### config.mk
export PLATFORM = sky130hd
export DESIGN_NAME = control_unit
export DESIGN_NICKNAME = d
export VERILOG_FILES = /design/src/rtl/tcc_pkg.sv /design/src/rtl/opcode_decoder.sv /design/src/rtl/control_unit.sv
export SDC_FILE = /design/constraint.sdc
export NUM_CORES = 1
export LEC_CHECK = 0
export BUFFER_PORTS_ARGS = -buffer_cell sky130_fd_sc_hd__buf_4
export CORE_AREA = 3 3 40 42
export CTS_CLUSTER_SIZE = 16
export DETAILED_ROUTE_END_ITERATION = 12
export DIE_AREA = 0 0 43 45
export PLACE_DENSITY = 0.6
export SKIP_LAST_GASP = 1
export SLEW_MARGIN = 20
export SYNTH_ARGS = -nofsm -noshare
export SYNTH_HDL_FRONTEND = slang
export SYNTH_SLANG_ARGS = --single-unit
### constraint.sdc
create_clock -name clk_in -period 1.2 [get_ports clk_in]
set_input_delay 0.06 -clock clk_in [delete_from_list [all_inputs] [get_ports clk_in]]
set_output_delay 0.06 -clock clk_in [all_outputs]
set_load 0.005 [all_outputs]
### src/rtl/tcc_pkg.sv
// Shared encodings for the accumulator-CPU control path: opcodes, FSM states,
// ALU operations and the opcode class record produced by the decoder.
package tcc_pkg;
    localparam int TCC_OPCODE_W = 5;
    localparam int TCC_DATA_W   = 11;

    typedef enum logic [4:0] {
        OP_HLT  = 5'd0,  OP_STO  = 5'd1,  OP_LD   = 5'd2,  OP_LDI  = 5'd3,
        OP_ADD  = 5'd4,  OP_ADDI = 5'd5,  OP_SUB  = 5'd6,  OP_SUBI = 5'd7,
        OP_BEQ  = 5'd8,  OP_BNE  = 5'd9,  OP_BLT  = 5'd10, OP_JMP  = 5'd11
    } opcode_e;

    typedef enum logic [2:0] {
        ST_FETCH, ST_DECODE, ST_MEM_WAIT, ST_EXECUTE, ST_HALT
    } state_e;

    typedef enum logic [1:0] {
        ALU_PASS_B = 2'b00, ALU_ADD = 2'b01, ALU_SUB = 2'b10, ALU_RSVD = 2'b11
    } alu_op_e;

    typedef enum logic [1:0] {
        BR_EQ, BR_NE, BR_LT, BR_ALWAYS
    } br_cond_e;

    typedef struct packed {
        logic     mem;
        logic     imm;
        logic     branch;
        logic     store;
        logic     halt;
        logic     illegal;
        alu_op_e  alu_op;
        br_cond_e br_cond;
    } op_class_t;

    function automatic logic br_taken(input br_cond_e cond, input logic zero, input logic neg);
        case (cond)
            BR_EQ:   return zero;
            BR_NE:   return !zero;
            BR_LT:   return neg;
            default: return 1'b1;
        endcase
    endfunction
endpackage

### src/rtl/opcode_decoder.sv
// Combinational opcode classifier: memory operand, immediate, branch, store,
// halt or undefined, plus the ALU operation and branch condition.
module opcode_decoder
    import tcc_pkg::*;
#(
    parameter int OPCODE_W = TCC_OPCODE_W
) (
    input  logic [OPCODE_W-1:0] opcode_in,
    output op_class_t           class_out
);
    logic [31:0] w_op;

    assign w_op = 32'(opcode_in);

    always_comb begin
        class_out = '0;
        case (w_op)
            32'(OP_HLT):  class_out.halt = 1'b1;
            32'(OP_STO):  class_out.store = 1'b1;
            32'(OP_LD):   class_out.mem = 1'b1;
            32'(OP_LDI):  class_out.imm = 1'b1;
            32'(OP_ADD):  begin class_out.mem = 1'b1; class_out.alu_op = ALU_ADD; end
            32'(OP_ADDI): begin class_out.imm = 1'b1; class_out.alu_op = ALU_ADD; end
            32'(OP_SUB):  begin class_out.mem = 1'b1; class_out.alu_op = ALU_SUB; end
            32'(OP_SUBI): begin class_out.imm = 1'b1; class_out.alu_op = ALU_SUB; end
            32'(OP_BEQ):  begin class_out.branch = 1'b1; class_out.br_cond = BR_EQ; end
            32'(OP_BNE):  begin class_out.branch = 1'b1; class_out.br_cond = BR_NE; end
            32'(OP_BLT):  begin class_out.branch = 1'b1; class_out.br_cond = BR_LT; end
            32'(OP_JMP):  begin class_out.branch = 1'b1; class_out.br_cond = BR_ALWAYS; end
            default:      class_out.illegal = 1'b1;
        endcase
    end
endmodule

### src/rtl/control_unit.sv
// Multi-cycle control FSM: FETCH -> DECODE -> [MEM_WAIT] -> EXECUTE, or HALT.
// Strobes are decoded from the current state and the IR opcode.
module control_unit
    import tcc_pkg::*;
#(
    parameter int OPCODE_W = TCC_OPCODE_W,
    parameter int DATA_W   = TCC_DATA_W
) (
    input  logic                clk_in,
    input  logic                rst_in,
    input  logic [OPCODE_W-1:0] opcode_in,
    input  logic                zero_in,
    input  logic                neg_in,
    output logic                ir_load_out,
    output logic                pc_inc_out,
    output logic                pc_load_out,
    output logic                sel_B,
    output logic [1:0]          alu_op_out,
    output logic                acc_we_out,
    output logic                mem_rd_out,
    output logic                mem_we_out,
    output logic                halt_out,
    output logic                illegal_out
);
    if (OPCODE_W < 4 || OPCODE_W > 32 || DATA_W < 1) begin : g_param_check
        $error("control_unit: unsupported OPCODE_W/DATA_W");
    end

    state_e    r_state;
    logic      r_boot;
    op_class_t w_cls;

    opcode_decoder #(.OPCODE_W(OPCODE_W)) u_dec (
        .opcode_in (opcode_in),
        .class_out (w_cls)
    );

    // r_boot holds a quiet cycle after reset so nothing strobes until the FSM restarts in FETCH.
    always_ff @(posedge clk_in) begin
        if (rst_in) begin
            r_state <= ST_FETCH;
            r_boot  <= 1'b1;
        end else begin
            r_boot <= 1'b0;
            if (!r_boot) begin
                case (r_state)
                    ST_FETCH:    r_state <= ST_DECODE;
                    ST_DECODE: begin
                        if (w_cls.illegal)   r_state <= ST_FETCH;
                        else if (w_cls.halt) r_state <= ST_HALT;
                        else if (w_cls.mem)  r_state <= ST_MEM_WAIT;
                        else                 r_state <= ST_EXECUTE;
                    end
                    ST_MEM_WAIT: r_state <= ST_EXECUTE;
                    ST_EXECUTE:  r_state <= ST_FETCH;
                    ST_HALT:     r_state <= ST_HALT;
                    default:     r_state <= ST_FETCH;
                endcase
            end
        end
    end

    always_comb begin
        ir_load_out = 1'b0;
        pc_inc_out  = 1'b0;
        pc_load_out = 1'b0;
        sel_B       = 1'b0;
        alu_op_out  = ALU_PASS_B;
        acc_we_out  = 1'b0;
        mem_rd_out  = 1'b0;
        mem_we_out  = 1'b0;
        halt_out    = 1'b0;
        illegal_out = 1'b0;
        if (!r_boot) begin
            case (r_state)
                ST_FETCH: begin
                    ir_load_out = 1'b1;
                    pc_inc_out  = 1'b1;
                end
                ST_DECODE: begin
                    mem_rd_out  = w_cls.mem;
                    illegal_out = w_cls.illegal;
                end
                ST_MEM_WAIT: begin
                    mem_rd_out = 1'b1;
                    sel_B      = 1'b1;
                end
                ST_EXECUTE: begin
                    if (w_cls.mem || w_cls.imm) begin
                        acc_we_out = 1'b1;
                        sel_B      = w_cls.mem;
                        alu_op_out = w_cls.alu_op;
                    end
                    mem_we_out  = w_cls.store;
                    pc_load_out = w_cls.branch && br_taken(w_cls.br_cond, zero_in, neg_in);
                end
                ST_HALT:  halt_out = 1'b1;
                default: ;
            endcase
        end
    end
endmodule

==> impl_metrics.toml, run 1 <==
[timing]
finClkSkew_ns = 0.00219
fin_crit_sh_pct = 125
whs_ns = 0.201
rsz0062_at_grt = "true"
setup_ws_ns = -0.304
setup_tns_ns = -1.68
worst_pin_slew_ns = 0.368
finalHoldViolCount = 0
setup_viol = 14
fmax_ghz = 0.665
relSlewSlack_pct = 75.4
slew_violations = 0
layout_min_cycle_time_ns = 1.50

[synthesis]
synth_cell_types = 25
syn_area_sq_um = 364
synth_area_per_cell_sq_um = 7.59
syn_inst = 48
ys_seq_area_share_pct = 22.0
synth_nets = 57
yosys_warnings = 0
ys_ff_latch = 4

[drt]
route.detailed.drc = 0
drt-initial-drc-count = 13
route.vias.total = 539
detail-route-antenna-nets = 0
drt-total-wl_um = 1540
dr.pass1.iters = 4
via_per_inst = 5.44
wl_per_cell_um = 15.6

[worst_hold_path]
hp-class = "input pin to flip-flop"

[pwr]
irDropWorstVdd_uv = 424
power.leakage_nw = 0.340
p_int_mw = 0.353
total_power_mw = 0.499
power_frac_seq_pct = 29.5
p_comb_share_pct = 37.5
power_density_mw_per_mm2 = 613
switchingPower_mw = 0.146
switching_share_pct = 29.3
p_clk_share_pct = 33.1

[worst_setup_path]
cp-start-kind = "flip-flop"
path_cells = "nand4bb_1 > or3_4 > nor3b_2 > buf_4"
cp.arrival_ns = 1.44
critical_path_class = "flip-flop to output pin"
slowest_delay_ns = 0.38
crit_fanout = 3
end_kind = "output pin"
critical_path_required_ns = 1.14
crit_path_top_delay_cell = "or3_4"

[grt]
grt_antenna_before_repair = 0
first_global_vias = 500
grt_pass1_wl_um = 2060
grt_max_degree = 9
grt-ovfl-total = 0
grt_use_total_pct = 14.1

[floorplanning]
io_pins = 20
die_w_um = 43
initial_core_util_pct = 28.3
die_area_sq_mm = 0.00194
rows = 13
core_sq_mm = 0.00128
dieHeight_um = 45

[cells_and_area]
fillerInstances = 94
drive_gt1_share_pct = 71.4
fin_cells = 99
multi_input_comb_area_sq_um = 375
fin_nets = 95
seqCellArea_sq_um = 87.6
area_delta_synth_final_pct = 124
diodes = 0

[status]
status = "complete, but fails checks"
violations = "setup timing"

[clock_tree]
cts_tree = "built"
clockBufferDepth = 2
cts_buffers = 3
cts_root_buffer = "clkbuf_4"
clk_pin_slew_ns = 0.03
htreeDepth = 1
clk-insertion-delay-late_ns = 0.23
cts_sinks = 4

[run]
maxCapViolCount = 0

[placed_design]
placed_cells = 86
portBuffers = 19
dp_hpwl_um = 809
place_congestion = 0.716
## placed cells by master (no fill, tap or decap)
| cell type | instances |
|---|---|
| nor3b_2 | 1 |
| nor2_4 | 1 |
| nand4bb_4 | 1 |
| buf_4 | 29 |
| dlygate4sd3_1 | 1 |
| nor2_1 | 5 |
| nand3_2 | 2 |
| nand2_2 | 1 |
| nor4b_4 | 2 |
| dfxtp_2 | 3 |
| buf_8 | 1 |
| nand2b_1 | 1 |
| nand4bb_1 | 2 |
| dfxtp_4 | 1 |
| o21ai_0 | 4 |
| clkbuf_4 | 3 |
| nand2_1 | 1 |
| xnor2_1 | 1 |
| or3_4 | 1 |
| a21boi_2 | 1 |
| a2bb2oi_1 | 1 |
| nor2b_4 | 1 |
| nor4_4 | 1 |
| nor3_4 | 1 |
| and3_1 | 2 |
| buf_6 | 6 |
| nor3_2 | 2 |
| or4_1 | 1 |
| a21oi_1 | 4 |
| a21oi_2 | 2 |
| and4b_1 | 1 |
## through the flow
stage / utilization [%] / cell area [sq um] / setup slack (ns)
global route: 63.4 / 815 / -0.350
global placement: 43.3 / 557 / -0.00945
floorplan: - / 364 / 0.0125
detailed placement: 43.3 / 557 / -0.0387
CTS: 53.4 / 686 / -0.244
finish: 63.4 / 815 / -0.304
## metal layers
metal	routed length, um	global-route usage (%)	share of wire [%]
met5	0	0	0
met2	875	26.9	57
met1	575	15.1	37
met3	60	1.59	3.9
met4	31	7.23	2.0
## power groups by stage
stage | Sequential [mW] | Clock (mW) | Combinational [mW]
floorplan | 0.144 | 0 | 0.0606
global placement | 0.148 | 0 | 0.116
detailed placement | 0.149 | 0 | 0.118
CTS | 0.147 | 0.164 | 0.148
global route | 0.148 | 0.170 | 0.201
finish | 0.147 | 0.165 | 0.187
## logic make-up (layout without fill, tap and decap cells)
| logic type | count (synthesis) | in the layout | share of synthesized area [%] |
|---|---|---|---|
| AOI/OAI and AO/OA | 12 | 12 | 18.2 |
| DFF | 4 | 4 | 22.0 |
| xor gates and xnor gates | 1 | 1 | 2.41 |
| and+or+nand+nor | 27 | 27 | 49.5 |
| buffers and inverters | 4 | 40 | 7.90 |
## critical path, delay by kind of cell, from the launching register on
kind                   cells  cell delay [ns]
and+or+nand+nor            3             0.76
DFF                        1             0.32
buffers and inverters      1             0.13
## flip-flops by register name, summed over array words and instances, names as in the netlist
signal / flops
r_state: 3
r_boot: 1
## synthesized netlist by cell type
cell type | n | area, sq um
a21boi_0 | 1 | 7.51
a21oi_1 | 6 | 30.0
a2bb2oi_1 | 1 | 8.76
and3_1 | 2 | 12.5
and4b_1 | 1 | 10.0
buf_2 | 1 | 5.00
buf_4 | 1 | 7.51
buf_6 | 1 | 11.3
clkbuf_2 | 1 | 5.00
dfxtp_1 | 4 | 80.1
nand2_1 | 2 | 7.51
nand2b_1 | 1 | 6.26
nand3_1 | 2 | 10.0
nand4bb_1 | 3 | 33.8
nor2_1 | 6 | 22.5
nor2b_1 | 1 | 6.26
nor3_1 | 3 | 15.0
nor3b_2 | 1 | 12.5
nor4_1 | 1 | 6.26
nor4b_1 | 1 | 8.76
nor4b_2 | 1 | 15.0
o21ai_0 | 4 | 20.0
or3_1 | 1 | 6.26
or4_1 | 1 | 7.51
xnor2_1 | 1 | 8.76
## layout make-up
type                    instances  share of cell area [%]
flip-flops and latches          4                    10.8
repair buffers                 37                    38.1
multi-input cells              40                    46.1
clock buffers                   3                    2.76
well taps                      15                    2.30
## repair_timing
item | in CTS | in global routing
hold endpoints to repair | 1 | 0
hold buffers | 1 | 0
gates resized for setup | 14 | 21
setup buffers | 6 | 3
setup endpoints to repair | 10 | 14
pin swaps | 6 | 12
## path summary, 6_finish.rpt
kind | start | to | slack (ns) | cells past startpoint
max reg2reg | r_boot$_DFF_P_ | r_state[0]$_SDFFE_PP0N_ | -0.10 | 6
max | r_state[2]$_SDFFE_PP0N_ | alu_op_out[0] | -0.30 | 4
min reg2reg | r_state[1]$_SDFFE_PP0N_ | r_state[1]$_SDFFE_PP0N_ | 0.72 | 3
min | opcode_in[0] | r_state[2]$_SDFFE_PP0N_ | 0.20 | 4
Power figures use the tool's default switching activity.
==> inputs of run 2 (changes only) <==
--- a/config.mk
+++ b/config.mk
@@ -11,6 +11,7 @@
 export DETAILED_ROUTE_END_ITERATION = 12
 export DIE_AREA = 0 0 43 45
 export PLACE_DENSITY = 0.6
+export SETUP_SLACK_MARGIN = 0.02
 export SKIP_LAST_GASP = 1
 export SLEW_MARGIN = 20
 export SYNTH_ARGS = -nofsm -noshare
==> impl_metrics.toml, run 2 (same netlist as run 1, synthesis figures left out) <==
[drt]
drt-initial-drc-count = 9
wl_per_cell_um = 13.6
via_per_inst = 5.23
route.vias.total = 502
detail-route-antenna-nets = 0
route.detailed.drc = 0
dr.pass1.iters = 4
drt-total-wl_um = 1300

[pwr]
p_clk_share_pct = 33.9
irDropWorstVdd_uv = 425
power_frac_seq_pct = 30.7
power.leakage_nw = 0.317
power_density_mw_per_mm2 = 639
p_int_mw = 0.348
switchingPower_mw = 0.142
switching_share_pct = 29.0
p_comb_share_pct = 35.4
total_power_mw = 0.490

[cells_and_area]
fin_area_sq_um = 767
layout_commonest_cell = "buf_4"
diodes = 0
drive_gt1_share_pct = 70.4
max_flop_register = "r_state"
reg_top3 = "r_state: 3 flops, r_boot: 1 flops"
fin_nets = 92
layout_common_cells = "29 x buf_4, 5 x nor2_1"
area_delta_synth_final_pct = 111
largest_reg_flops = 3

[placed_design]
placed_area_sq_um = 564
dp_hpwl_um = 872
portBuffers = 19
place_congestion = 0.695

[grt]
grt_antenna_before_repair = 0
grt_pass1_wl_um = 2030
first_global_vias = 486
grt_use_total_pct = 13.9
grt-ovfl-total = 0
grt_max_degree = 9

[timing]
setup_ws_ns = -0.270
finClkSkew_ns = 0.00481
layout_min_cycle_time_ns = 1.47
worst_pin_slew_ns = 0.413
fmax_ghz = 0.680
relSlewSlack_pct = 72.3
fin_crit_sh_pct = 123
finalHoldViolCount = 0
slew_violations = 0
setup_tns_ns = -1.99
rsz0062_at_grt = "true"
setup_viol = 14

[floorplanning]
die_area_sq_mm = 0.00194
dieHeight_um = 45
die_w_um = 43
io_pins = 20
initial_core_util_pct = 28.3
rows = 13
core_sq_mm = 0.00128

[worst_setup_path]
cp.arrival_ns = 1.41
critPathLaunch = "r_boot$_DFF_P_"
end_kind = "output pin"
path_cells = "nand4bb_4 > or3_4 > nor3b_2 > buf_4"
path_buf_inv = 1
reg2reg_slack_ns = -0.12
critical_path_class = "flip-flop to output pin"
crit_family = "simple AND/OR/NAND/NOR gates"
crit_fanout = 2
rr_startpoint = "r_boot$_DFF_P_"
critical_path_required_ns = 1.14
r2r_cells = 6
crit_path_top_delay_cell = "or3_4"
slowest_delay_ns = 0.35
cp-start-kind = "flip-flop"
regToRegEndpoint = "r_state[0]$_SDFFE_PP0N_"

[clock_tree]
cts_sinks = 4
clk_pin_slew_ns = 0.04
clk-insertion-delay-late_ns = 0.23
cts_buffers = 3
clockBufferDepth = 2
htreeDepth = 1
cts_tree = "built"
cts_root_buffer = "clkbuf_4"

[worst_hold_path]
min_from = "opcode_in[4]"
min_path_cells = 3
holdPathEnd = "r_state[0]$_SDFFE_PP0N_"
hp-class = "input pin to flip-flop"

[status]
status = "complete, but fails checks"
violations = "setup timing"

[run]
maxCapViolCount = 0
==> run 2: cell count changes in the layout (fill, tap and decap cells not counted), moves of 2 or more <==
cell,delta
a21oi_2,+2
nor3_1,+2
a21oi_1,-2
nor3_2,-2
buf_6,-2
==> run 2: how the worst max path moves through the flow <==
stage | slack (ns) | cells after the start | endpoint
detailed placement | -0.05 | 4 | alu_op_out[0]
finish | -0.27 | 4 | alu_op_out[0]
floorplan | 0.01 | 4 | alu_op_out[0]
CTS | -0.28 | 4 | alu_op_out[0]
global placement | -0.02 | 4 | r_state[0]$_SDFFE_PP0N_
global route | -0.34 | 4 | alu_op_out[0]
==> run 2: final cells by class <==
class / instances / area [sq um]
Clock buffer: 3 / 22.5
Fill cell: 117 / 518
Multi-Input combinational cell: 40 / 368
Sequential cell: 4 / 85.1
Tap cell: 15 / 18.8
Timing Repair Buffer: 34 / 273
==> run 2: through the flow <==
stage	setup WS, ns	util, %	cells	hold WS, ns
5_1_grt	-0.335	59.7	96	0.196
3_3_place_gp	-0.0205	43.9	87	0.197
2_1_floorplan	0.0125	-	48	0.0877
3_5_place_dp	-0.0473	43.9	87	0.201
4_1_cts	-0.278	54.5	95	0.161
6_report	-0.270	59.7	96	0.198
==> run 2: tightest hold or removal path, cell delays in order <==
cell and delay [ns]:
buf_4 0.13, nand4bb_1 0.14, a21oi_2 0.06
==> run 2: what timing repair did <==
action	in CTS	in global routing
setup endpoints to repair	14	14
hold buffers	1	0
buffers inserted	4	1
cloned	0	0
pin swaps	8	8
gates resized for setup	15	14
hold endpoints to repair	1	0
==> run 2: power groups by stage <==
| stage | registers (mW) | logic, mW | clock network [mW] |
|---|---|---|---|
| finish | 0.150 | 0.174 | 0.166 |
| CTS | 0.150 | 0.152 | 0.173 |
| detailed placement | 0.147 | 0.120 | 0 |
| global placement | 0.147 | 0.119 | 0 |
| global route | 0.151 | 0.188 | 0.186 |
| floorplan | 0.144 | 0.0606 | 0 |
==> run 2: layer usage <==
layer	wire [um]	track usage [%]	vias to the layer above
met1	524	15.1	242
met5	0	0	-
met4	0	7.23	0
met3	64	2.79	0
met2	713	25.4	13
li1	-	-	247
